==> src/rtl/mux2_rr_arbiter.sv <==
// rtl/mux2_rr_arbiter.sv - two-requester round-robin arbiter feeding a one-entry output register
// Define MUX2_RR_ARBITER_FIXED_PRIO_EN to pin ties to requester 0 (fixed priority).
module mux2_rr_arbiter #(
  parameter int p_nbits = 8
) (
  input  logic               clk,
  input  logic               rst,
  input  logic               in0_val,
  output logic               in0_rdy,
  input  logic [p_nbits-1:0] in0_msg,
  input  logic               in1_val,
  output logic               in1_rdy,
  input  logic [p_nbits-1:0] in1_msg,
  output logic               sel,
  output logic               out_val,
  input  logic               out_rdy,
  output logic [p_nbits-1:0] out_msg,
  output logic               out_src
);

  logic               out_val_q, out_val_d;
  logic [p_nbits-1:0] out_msg_q, out_msg_d;
  logic               out_src_q, out_src_d;
  logic               prio_q,    prio_d;

  logic load;
  logic gnt0;
  logic gnt1;

  // Grant and handshake depend only on valids, prio and out_val, never on message data.
  always_comb begin
    load    = ~out_val_q | out_rdy;
    gnt0    = in0_val & (~in1_val | ~prio_q);
    gnt1    = in1_val & (~in0_val |  prio_q);
    sel     = gnt1;
    in0_rdy = load & gnt0 & ~rst;
    in1_rdy = load & gnt1 & ~rst;
  end

  always_comb begin
    out_val_d = out_val_q;
    out_msg_d = out_msg_q;
    out_src_d = out_src_q;
    prio_d    = prio_q;
    if (load) begin
      if (gnt0 | gnt1) begin
        out_val_d = 1'b1;
        out_msg_d = gnt1 ? in1_msg : in0_msg;
        out_src_d = gnt1;
        prio_d    = ~gnt1;
      end else begin
        out_val_d = 1'b0;
      end
    end
`ifdef MUX2_RR_ARBITER_FIXED_PRIO_EN
    prio_d = 1'b0;
`endif
  end

  always_ff @(posedge clk) begin
    if (rst) begin
      out_val_q <= 1'b0;
      out_msg_q <= '0;
      out_src_q <= 1'b0;
      prio_q    <= 1'b0;
    end else begin
      out_val_q <= out_val_d;
      out_msg_q <= out_msg_d;
      out_src_q <= out_src_d;
      prio_q    <= prio_d;
    end
  end

  assign out_val = out_val_q;
  assign out_msg = out_msg_q;
  assign out_src = out_src_q;

endmodule
==> config.mk <==
export PLATFORM = sky130hd
export DESIGN_NAME = mux2_rr_arbiter
export DESIGN_NICKNAME = d
export VERILOG_FILES = /design/src/rtl/mux2_rr_arbiter.sv
export SDC_FILE = /design/constraint.sdc
export NUM_CORES = 1
export LEC_CHECK = 0
export BUFFER_PORTS_ARGS = -buffer_cell sky130_fd_sc_hd__clkbuf_2
export CAP_MARGIN = 40
export CELL_PAD_IN_SITES_DETAIL_PLACEMENT = 0
export CELL_PAD_IN_SITES_GLOBAL_PLACEMENT = 1
export CORE_UTILIZATION = 30
export CTS_BUF_LIST = sky130_fd_sc_hd__clkbuf_4 sky130_fd_sc_hd__clkbuf_8
export CTS_CLUSTER_SIZE = 24
export DETAILED_ROUTE_END_ITERATION = 10
export PLACE_DENSITY_LB_ADDON = 0.05
export SLEW_MARGIN = 20
export SYNTH_ARGS = -nofsm -noshare
export SYNTH_HDL_FRONTEND = slang
export SYNTH_SLANG_ARGS = --single-unit
==> constraint.sdc <==
create_clock -name clk -period 1.3 [get_ports clk]
set_clock_uncertainty 0.05 [all_clocks]
set_input_delay 0.325 -clock clk [delete_from_list [all_inputs] [get_ports clk]]
set_output_delay 0.325 -clock clk [all_outputs]
set_load 0.01 [all_outputs]
== Word-level counts from Yosys, hierarchy flattened ==
Index checks and enable logic that the tools add are counted.
Word-level totals
  RAM bits: 0
  bits in latches: 0
  flip-flop bits (word level): 11
  bits in read-only memories: 0
  memories kept: 0
  output and inout port bits: 13
Operators by class
  eq/ne operators: 0
  reduce and logical (&&, ||, !) cells: 1
  bitwise logic cells: 16
  multipliers: 0
  shift operators: 0
  order comparisons: 0
  add/sub/neg operators: 0
  divide/modulo/power cells: 0
  mux-type cells: 2
Operators with widths (count)
  8-bit 2-to-1 mux: 1
  1-bit bitwise AND: 6
  1-bit NOT: 6
  1-bit OR: 4
  2-bit AND reduction: 1
  1-bit 2-to-1 mux: 1

== Depth between registers and ports, before layout ==
Gate-level depths: netlist of the first run.
  depth in word-level cells: 5
  depth in mapped cells: 4

== Least setup slack after synthesis of the first run ==
No wires, ideal clock.
  path kind: register to output
  start: reg prio_q
  end: out in1_rdy
  path slack: -0.123 ns
  arrival time: 1.048 ns
  stages on the path, launching flop included: 4
  cells stage by stage: dfxtp_1 > and2b_1 > buf_6 > nor4_1
Between the ends
  longest elaborated chain between the ends: 4
Ends and longest elaborated chain
  start, declared: RTL line 24  | logic prio_q, prio_d;
  start signal, assigned: RTL line 70  | prio_q <= prio_d;
  1-bit OR: RTL line 34  | gnt1 = in1_val & (~in0_val | prio_q);
  1-bit bitwise AND: RTL line 34
  1-bit bitwise AND (2 in series): RTL line 37  | in1_rdy = load & gnt1 & ~rst;
  end, declared: RTL line 12  | output logic in1_rdy,
Every way passes these cells.

== Worst setup path after layout of the first run ==
  start: reg out_val_q (netlist: out_val)
  end: out in1_rdy
Between the ends
  longest elaborated chain between the ends: 4
Ends and longest elaborated chain
  start, declared: RTL line 21  | logic out_val_q, out_val_d;
  start signal, assigned: RTL line 67  | out_val_q <= out_val_d;
  1-bit NOT: RTL line 32  | load = ~out_val_q | out_rdy;
  1-bit OR: RTL line 32
  1-bit bitwise AND (2 in series): RTL line 37
Every way passes these cells.

==> summary.md, run 1 <==
| Metric | Value |
|---|---|
| Post-DRT Antenna Nets | `0` |
| Max-cap violation count | `0` |
| Crit path cell chain | `and2b_2 > nor4_4 > buf_2` |
| H-tree depth | `1` |
| Die H | `45.9 microns` |
| Inserted Clock Buffers | `3` |
| Ant diodes | `0` |
| Reg power frac | `0.418` |
| Worst min path class | `in -> reg` |
| Setup TNS | `-0.606 ns` |
| Syn nets | `91` |
| Filler cells | `202` |
| Pre-Repair DR Iteration Count | `3` |
| Insertion delay to the later sink of the worst-skew pair | `0.26 ns` |
| Chip width | `45.9 microns` |
| Hold_ws | `0.268 ns` |
| Endpoints failing setup | `3` |
| CTS tree | `built` |
| Rel. slew slack | `0.831` |
| Hpwl dp | `1.34 mm` |
| Max Clock Freq | `641 MHz` |
| Starting Density | `0.327` |
| Worst setup margin | `-0.260 ns` |
| Fin. max-slew vios | `0` |
| Status | `finished with violations` |
| Hold Violations, Final | `0` |
| Avg Cell Area, Syn | `8.24 sq um` |
| Total GRT Usage | `0.185` |
| Internal power | `646 uW` |
| Core ar. | `1760 sq um` |
| Share of post-route cells with drive strength above 1 | `0.563` |
| Crit-path max FO | `4` |
| Crit path max-delay cell type | `dfxtp_2` |
| # DRC | `0` |
| Via count | `693` |
| Fin area | `938 sq um` |
| Clock Power Share | `0.284` |
| Clock slew at reported path FFs | `0.08 ns` |
| Tmin final | `1.56 ns` |
| Sequential fraction of the synthesis area | `0.382` |
| DP Area | `850 sq um` |
| CP arrival | `1.18 ns` |
| Global route overflow | `0` |
| Area of the multi-input gates | `328 sq um` |
| Buffers on Ports | `33` |
| Worst-case reg-to-reg path depth | `5` |
| Crit path capture type | `output port` |
| Pleak | `0.000442 uW` |
| First-pass GRT wire length | `2.82 mm` |
| Fin crit share | `1.20` |
| Crit path kind | `reg -> out` |
| Utilization after layout | `0.532` |
| Pre-CTS setup slack | `-0.112 ns` |
| Number of synthesized register bits | `11` |
| Post-Syn Area | `577 sq um` |
| Library cells used by synthesis | `21` |
| CP startpoint kind | `register` |
| Die area | `2100 sq um` |
| NetSw | `271 uW` |
| Register Area | `223 sq um` |
| Combinational power share | `0.298` |
| Gate Count Post-Synth | `70` |
| CTS Buffer Depth | `2` |
| Unrepaired setup endpoints after global routing | `true` |
| Violated checks | `setup timing` |
| Final GP Congestion | `0.826` |
| Drt first-iter violations | `8` |
| Yosys warns | `0` |
| Drt total wl | `1.72 mm` |
| Initial antenna violation count | `0` |
| Root Buffer | `clkbuf_4` |
| Worst hold path depth | `3` |
| Area grow syn2layout | `62.7%` |
| CP max stage delay | `0.32 ns` |
| Sw frac | `0.296` |
| Crit path required time | `0.93 ns` |
| Vias in the first global route | `642` |
| Power Density | `977 nW/um^2` |
| Vias per inst | `4.81` |
| IO Pins | `34` |
| Drt wl/cell | `12.0 microns` |
| Worst VDD drop | `0.552 mV` |
| Final-stage net count | `141` |
| Row count | `15` |
| Tightest Pin Transition | `0.254 ns` |
| Clock sink count | `11` |
| Largest net degree at the start of global routing | `10` |
## kinds of logic (layout without fill, tap and decap cells)
group / Yosys count / count (layout) / synth area share
flip-flops: 11 / 11 / 0.382
AO/OA/AOI/OAI: 29 / 29 / 0.312
AND/OR/NAND/NOR: 21 / 21 / 0.191
buffers and inverters: 9 / 58 / 0.115
## worst max-delay path, delay by kind of cell, from the launching register on
family,cells,cell delay [ns]
AND/OR/NAND/NOR,2,0.43
flip-flops,1,0.32
buffers and inverters,1,0.17
## placed cells by master, fill, tap and decap left out, types with 3 or more instances in the layout
cell type | synthesis | final
clkbuf_2 | 0 | 30
buf_4 | 2 | 16
a21oi_1 | 10 | 10
nand3_1 | 9 | 9
dfxtp_1 | 11 | 9
a311oi_1 | 8 | 8
o21ai_1 | 9 | 7
clkbuf_4 | 0 | 4
buf_2 | 2 | 3
buf_6 | 1 | 3
## cells in the mapped netlist, drive strengths merged
master | n | share of area
a21oi | 11 | 0.10
a311oi | 8 | 0.12
a31oi | 1 | 0.011
and2b | 2 | 0.026
buf | 5 | 0.063
bufbuf | 1 | 0.033
clkbuf | 1 | 0.0065
dfxtp | 11 | 0.38
inv | 2 | 0.013
nand2 | 2 | 0.013
nand2b | 2 | 0.022
nand3 | 9 | 0.078
nor2 | 2 | 0.013
nor3 | 2 | 0.017
nor4 | 1 | 0.011
o21ai | 9 | 0.078
or2 | 1 | 0.011
## per-layer routing
layer | up-vias | track usage | wire, microns
li1 | 362 | - | -
met1 | 310 | 0.255 | 873
met2 | 19 | 0.287 | 746
met3 | 2 | 0.0397 | 91
met4 | 0 | 0.0529 | 11
met5 | - | 0 | 0
## stage by stage
| step | instances | power (uW) |
|---|---|---|
| 4_1_cts | 144 | 908 |
| 2_1_floorplan | 70 | 527 |
| 3_3_place_gp | 137 | 639 |
| 6_report | 144 | 917 |
| 3_5_place_dp | 137 | 639 |
| 5_1_grt | 144 | 967 |
## power by group through the flow
stage | Sequential (uW) | Clock (uW) | Combinational, uW
5_1_grt | 388 | 281 | 298
4_1_cts | 384 | 263 | 261
2_1_floorplan | 404 | 0 | 122
3_3_place_gp | 390 | 0 | 248
3_5_place_dp | 392 | 0 | 247
6_report | 384 | 261 | 273
## final timing paths
path              start          to  slack, ns
max reg2reg      prio_q  out_msg[0]       0.04
max             out_val     in1_rdy      -0.26
min reg2reg     out_src     out_src       0.44
min          in0_msg[4]  out_msg[4]       0.27
## layout make-up
class / instances / share of cell area
multi-input combinational: 50 / 0.349
timing repair buffer: 52 / 0.340
sequential: 11 / 0.237
tap: 25 / 0.0333
clock buffer: 4 / 0.0320
inverter: 2 / 0.00800
## sequential cells by signal, indices dropped and copies added, names as in the netlist
| register | flops |
|---|---|
| prio_q | 1 |
| out_val | 1 |
| out_src | 1 |
| out_msg | 8 |
## repair_timing
| item | 4_1_cts | 5_1_grt |
|---|---|---|
| endpoints found under the setup margin | 5 | 11 |
| hold buffers | 0 | 0 |
| gates resized for setup | 5 | 10 |
| setup buffers | 3 | 0 |
| pin swaps | 1 | 2 |
| cloned | 0 | 0 |
(Power assumes the default switching activity.)
==> run 2, diff against run 1 <==
==> constraint.sdc (replaced) <==
create_clock -name clk -period 1.6 [get_ports clk]
set_clock_uncertainty 0.05 [all_clocks]
set_input_delay 0.4 -clock clk [delete_from_list [all_inputs] [get_ports clk]]
set_output_delay 0.4 -clock clk [all_outputs]
set_load 0.01 [all_outputs]
==> summary.md, run 2 (same netlist as run 1, synthesis figures left out) <==
| Metric | Value |
|---|---|
| CTS tree | `built (unchanged)` |
| CTS Buffer Depth | `2 (unchanged)` |
| Max Clock Freq | `624 MHz` |
| Hold Violations, Final | `0 (unchanged)` |
| Vias in the first global route | `607 (was 642)` |
| Global route overflow | `0 (unchanged)` |
| Starting Density | `0.327 (unchanged)` |
| Clock Power Share | `0.289 (was 0.284)` |
| Reg power frac | `0.447 (was 0.418)` |
| Share of post-route cells with drive strength above 1 | `0.459 (was 0.563)` |
| Crit path capture type | `output port (unchanged)` |
| Utilization after layout | `0.465 (was 0.532)` |
| Final GP Congestion | `0.720 (was 0.826)` |
| Worst min path class | `in -> reg (unchanged)` |
| Drt first-iter violations | `15 (was 8)` |
| Most frequent cells in the layout | `clkbuf_2, a21oi_1, dfxtp_1 (was clkbuf_2, buf_4, a21oi_1, nand3_1, dfxtp_1)` |
| DP Area | `774 sq um (was 850 sq um)` |
| Via count | `674 (was 693)` |
| Endpoints failing setup | `1 (was 3)` |
| Die H | `45.9 microns (unchanged)` |
| Crit path max-delay cell type | `dfxtp_2 (unchanged)` |
| Clock slew at reported path FFs | `0.07 ns (was 0.08 ns)` |
| Final-stage net count | `131 (was 141)` |
| Hold_ws | `0.328 ns (was 0.268 ns)` |
| Violated checks | `setup timing (unchanged)` |
| Status | `finished with violations (unchanged)` |
| Initial antenna violation count | `0 (unchanged)` |
| Drt total wl | `1.60 mm (was 1.72 mm)` |
| Fin crit share | `1.00` |
| Chip width | `45.9 microns (unchanged)` |
| NetSw | `196 uW (was 271 uW)` |
| Max FFs per register | `8 (unchanged)` |
| First-pass GRT wire length | `2.65 mm (was 2.82 mm)` |
| Fin area | `820 sq um (was 938 sq um)` |
| Area grow syn2layout | `42.1% (was 62.7%)` |
| Pre-Repair DR Iteration Count | `5 (was 3)` |
| Filler cells | `211 (was 202)` |
| Post-DRT Antenna Nets | `0 (unchanged)` |
| Crit path required time | `1.15 ns (was 0.93 ns)` |
| Core ar. | `1760 sq um (unchanged)` |
| Fin. max-slew vios | `0 (unchanged)` |
| Commonest non-fill, non-tap cell in the layout | `clkbuf_2 (unchanged)` |
| Ant diodes | `0 (unchanged)` |
| Largest net degree at the start of global routing | `12 (was 10)` |
| Buffers on Ports | `33 (unchanged)` |
| Crit path kind | `reg -> out (unchanged)` |
| H-tree depth | `1 (unchanged)` |
| IO Pins | `34 (unchanged)` |
| Crit-path max FO | `2 (was 4)` |
| Drt wl/cell | `11.9 microns (was 12.0 microns)` |
| CP startpoint kind | `register (unchanged)` |
| Worst setup margin | `-0.00241 ns (was -0.260 ns)` |
| Bufs and invs on worst path | `1 (unchanged)` |
| Post-CTS Hold Buffers | `0 (unchanged)` |
| # DRC | `0 (unchanged)` |
| Tmin final | `1.60 ns` |
| Insertion delay to the later sink of the worst-skew pair | `0.26 ns (about the same)` |
| CP max stage delay | `0.32 ns (about the same)` |
| Inserted Clock Buffers | `3 (unchanged)` |
| Vias per inst | `5.03 (was 4.81)` |
| Sw frac | `0.282 (was 0.296)` |
| Max-cap violation count | `0 (unchanged)` |
| Worst VDD drop | `0.475 mV (was 0.552 mV)` |
| Unrepaired setup endpoints after global routing | `true (unchanged)` |
| Hpwl dp | `1.20 mm (was 1.34 mm)` |
| Clock sink count | `11 (unchanged)` |
| Die area | `2100 sq um (unchanged)` |
| Crit path cell chain | `and2b_1 > nor4_2 > buf_2 (was and2b_2 > nor4_4 > buf_2)` |
| Combinational power share | `0.264 (was 0.298)` |
| Rel. slew slack | `0.701 (was 0.831)` |
| CP arrival | `1.15 ns (was 1.18 ns)` |
| Internal power | `500 uW (was 646 uW)` |
| Root Buffer | `clkbuf_4 (unchanged)` |
| Pleak | `0.000387 uW (was 0.000442 uW)` |
| Total GRT Usage | `0.179 (was 0.185)` |
| Delay-heaviest family, CP | `simple AND/OR/NAND/NOR gates (unchanged)` |
| Row count | `15 (unchanged)` |
| Tightest Pin Transition | `0.449 ns (was 0.254 ns)` |
| Power Density | `849 nW/um^2 (was 977 nW/um^2)` |
==> run 2: stage by stage <==
step	cells	total power (uW)	setup TNS (ns)	setup slack (ns)
floorplan	70	424	0	0.0285
global route	134	742	-0.228	-0.109
detailed placement	129	498	0	0.0250
finish	134	696	-0.00241	-0.00241
CTS	134	708	-0.0514	-0.0514
global placement	129	499	0	0.0634
==> run 2: power by group through the flow <==
stage | clock (uW) | combinational [uW] | sequential (uW)
2_1_floorplan | 0 | 95.3 | 329
3_3_place_gp | 0 | 181 | 318
3_5_place_dp | 0 | 179 | 319
4_1_cts | 210 | 186 | 312
5_1_grt | 218 | 209 | 315
6_report | 201 | 184 | 311
==> run 2: routing by layer <==
metal | GRT usage | vias up | routed length [microns]
met1 | 0.219 | 298 | 679
met2 | 0.293 | 30 | 757
met5 | 0 | - | 0
met3 | 0.0595 | 2 | 147
li1 | - | 344 | -
met4 | 0.0529 | 0 | 12
==> run 2: repair_timing <==
action / in CTS / in global routing
setup buffers: 1 / 0
hold endpoints to repair: 0 / 0
pin swaps: 0 / 1
endpoints found under the setup margin: 2 / 3
gates resized for setup: 2 / 3
==> run 2: final cells by class <==
| cell class | count | area, sq um | share of cell area |
|---|---|---|---|
| Clock buffer | 4 | 30.0 | 0.0366 |
| Inverter | 2 | 7.51 | 0.00916 |
| Multi-Input combinational cell | 50 | 297 | 0.362 |
| Sequential cell | 11 | 221 | 0.270 |
| Tap cell | 25 | 31.3 | 0.0382 |
| Timing Repair Buffer | 42 | 233 | 0.284 |
==> run 2: worst paths after layout <==
kind,cells after the start,slack [ns],startpoint,endpoint
worst min-delay path,2,0.33,rst,prio_q
worst max-delay path,3,-0.002,prio_q,in1_rdy
worst max register to register,4,0.32,prio_q,out_msg[6]
worst min register to register,2,0.45,out_src,out_src
==> run 3, diff against run 2 <==
--- a/config.mk
+++ b/config.mk
@@ -9,8 +9,9 @@
 export CAP_MARGIN = 40
 export CELL_PAD_IN_SITES_DETAIL_PLACEMENT = 0
 export CELL_PAD_IN_SITES_GLOBAL_PLACEMENT = 1
-export CORE_UTILIZATION = 30
-export CTS_BUF_LIST = sky130_fd_sc_hd__clkbuf_4 sky130_fd_sc_hd__clkbuf_8
+export CORE_ASPECT_RATIO = 1.5
+export CORE_UTILIZATION = 28
+export CTS_BUF_LIST = sky130_fd_sc_hd__clkbuf_16
 export CTS_CLUSTER_SIZE = 24
 export DETAILED_ROUTE_END_ITERATION = 10
 export PLACE_DENSITY_LB_ADDON = 0.05
==> summary.md, run 3 (same netlist as run 1, synthesis figures left out) <==
| Metric | Value |
|---|---|
| Internal power | `712 uW (was 500 uW)` |
| Worst min path class | `in -> reg (unchanged)` |
| Initial antenna violation count | `0 (unchanged)` |
| Insertion delay to the later sink of the worst-skew pair | `0.24 ns (was 0.26 ns)` |
| Drt total wl | `1.83 mm (was 1.60 mm)` |
| Largest net degree at the start of global routing | `12 (unchanged)` |
| Unrepaired setup endpoints after global routing | `true (unchanged)` |
| Root Buffer | `clkbuf_16 (was clkbuf_4)` |
| Sw frac | `0.246 (was 0.282)` |
| Total GRT Usage | `0.183 (was 0.179)` |
| Tightest Pin Transition | `0.442 ns (was 0.449 ns)` |
| H-tree depth | `1 (unchanged)` |
| Pleak | `0.000401 uW (was 0.000387 uW)` |
| Tmin final | `1.63 ns (was 1.60 ns)` |
| Inserted Clock Buffers | `3 (unchanged)` |
| Utilization after layout | `0.455 (was 0.465)` |
| Core ar. | `1880 sq um (was 1760 sq um)` |
| Violated checks | `setup timing (unchanged)` |
| Post-DRT Antenna Nets | `0 (unchanged)` |
| Bufs and invs on worst path | `1 (unchanged)` |
| Fin crit share | `1.02 (was 1.00)` |
| Pre-CTS setup slack | `0.0877 ns (was 0.0250 ns)` |
| NetSw | `233 uW (was 196 uW)` |
| Max-cap violation count | `0 (unchanged)` |
| Worst setup margin | `-0.0256 ns (was -0.00241 ns)` |
| Share of post-route cells with drive strength above 1 | `0.449 (was 0.459)` |
| Vias in the first global route | `667 (was 607)` |
| Clock sink count | `11 (unchanged)` |
| Crit path kind | `reg -> out (unchanged)` |
| Area grow syn2layout | `48.2% (was 42.1%)` |
| CTS tree | `built (unchanged)` |
| # DRC | `0 (unchanged)` |
| First-pass GRT wire length | `2.90 mm (was 2.65 mm)` |
| Chip width | `39.1 microns (was 45.9 microns)` |
| Combinational power share | `0.194 (was 0.264)` |
| Max Clock Freq | `615 MHz (was 624 MHz)` |
| CP startpoint kind | `register (unchanged)` |
| Hold Violations, Final | `0 (unchanged)` |
| Ant diodes | `0 (unchanged)` |
| Status | `finished with violations (unchanged)` |
| CTS Buffer Depth | `2 (unchanged)` |
| Worst VDD drop | `0.490 mV (was 0.475 mV)` |
| Global route overflow | `0 (unchanged)` |
| Die area | `2250 sq um (was 2100 sq um)` |
| Crit path cell chain | `and2b_1 > nor4_2 > buf_2 (unchanged)` |
| Final-stage net count | `129 (was 131)` |
| Die H | `57.6 microns (was 45.9 microns)` |
| Drt wl/cell | `14.3 microns (was 11.9 microns)` |
| Starting Density | `0.307 (was 0.327)` |
| Drt first-iter violations | `15 (unchanged)` |
| Crit-path max FO | `4 (was 2)` |
| Reg power frac | `0.333 (was 0.447)` |
| CP arrival | `1.18 ns (was 1.15 ns)` |
| Clock Power Share | `0.473 (was 0.289)` |
| Total power | `945 uW (was 696 uW)` |
| Vias per inst | `5.22 (was 5.03)` |
| Max FFs per register | `8 (unchanged)` |
| Final GP Congestion | `0.665 (was 0.720)` |
| Clock slew at reported path FFs | `0.04 ns (was 0.07 ns)` |
| Power Density | `1110 nW/um^2 (was 849 nW/um^2)` |
| Hold_ws | `0.358 ns (was 0.328 ns)` |
| Via count | `668 (was 674)` |
| Row count | `19 (was 15)` |
| Fin. max-slew vios | `0 (unchanged)` |
| Delay-heaviest family, CP | `simple AND/OR/NAND/NOR gates (unchanged)` |
| Endpoints failing setup | `1 (unchanged)` |
| Setup TNS | `-0.0256 ns (was -0.00241 ns)` |
| Filler cells | `206 (was 211)` |
| Crit path required time | `1.15 ns (about the same)` |
| Crit path max-delay cell type | `dfxtp_2 (unchanged)` |
| Crit path capture type | `output port (unchanged)` |
| Rel. slew slack | `0.705 (was 0.701)` |
| Buffers on Ports | `33 (unchanged)` |
| Pre-Repair DR Iteration Count | `4 (was 5)` |
| Most frequent cells in the layout | `clkbuf_2, a21oi_1, dfxtp_1, o21ai_1, nand3_1 (was clkbuf_2, a21oi_1, dfxtp_1)` |
| IO Pins | `34 (unchanged)` |
| CP max stage delay | `0.33 ns (was 0.32 ns)` |
| Commonest non-fill, non-tap cell in the layout | `clkbuf_2 (unchanged)` |
[run 3: cell type report]
class / count / area, sq um / share of cell area
inverter: 2 / 7.51 / 0.00878
multi-input combinational: 50 / 299 / 0.350
tap: 21 / 26.3 / 0.0307
sequential: 11 / 221 / 0.259
timing repair buffer: 40 / 221 / 0.259
clock buffer: 3 / 75.1 / 0.0878
clock inverter: 1 / 3.75 / 0.00439
[run 3: power groups by stage]
stage	Combinational [uW]	Clock, uW	Sequential, uW
after floorplan	95.3	0	329
after global placement	180	0	318
after detailed placement	180	0	319
after CTS	185	458	314
after global routing	203	472	318
final	184	447	314
[run 3: path summary, 6_finish.rpt]
| path | from | end | slack (ns) | depth (start not counted) |
|---|---|---|---|---|
| max | prio_q | in1_rdy | -0.03 | 3 |
| min | rst | prio_q | 0.36 | 2 |
| min reg2reg | out_src | out_src | 0.44 | 2 |
| max reg2reg | out_val | out_msg[2] | 0.34 | 5 |
[run 3: layer usage]
metal  part of all wire  vias to the layer above  wire length [microns]  global-route usage
li1                   -                      337                      -                   -
met1               0.42                      302                    772               0.218
met2               0.51                       23                    937               0.293
met3              0.043                        6                     78              0.0428
met4              0.021                        0                     38              0.0936
met5                  0                        -                      0                   0
[run 3: through the flow]
stage | cells | cell area [sq um]
finish | 128 | 855
global route | 128 | 855
CTS | 128 | 855
detailed placement | 124 | 762
global placement | 124 | 762
floorplan | 70 | 577
[run 3: repair_timing]
action / in CTS / in global routing
setup buffers: 0 / 0
gates cloned: 0 / 0
setup endpoints to repair: 2 / 2
resized for setup: 4 / 1
hold buffers: 0 / 0
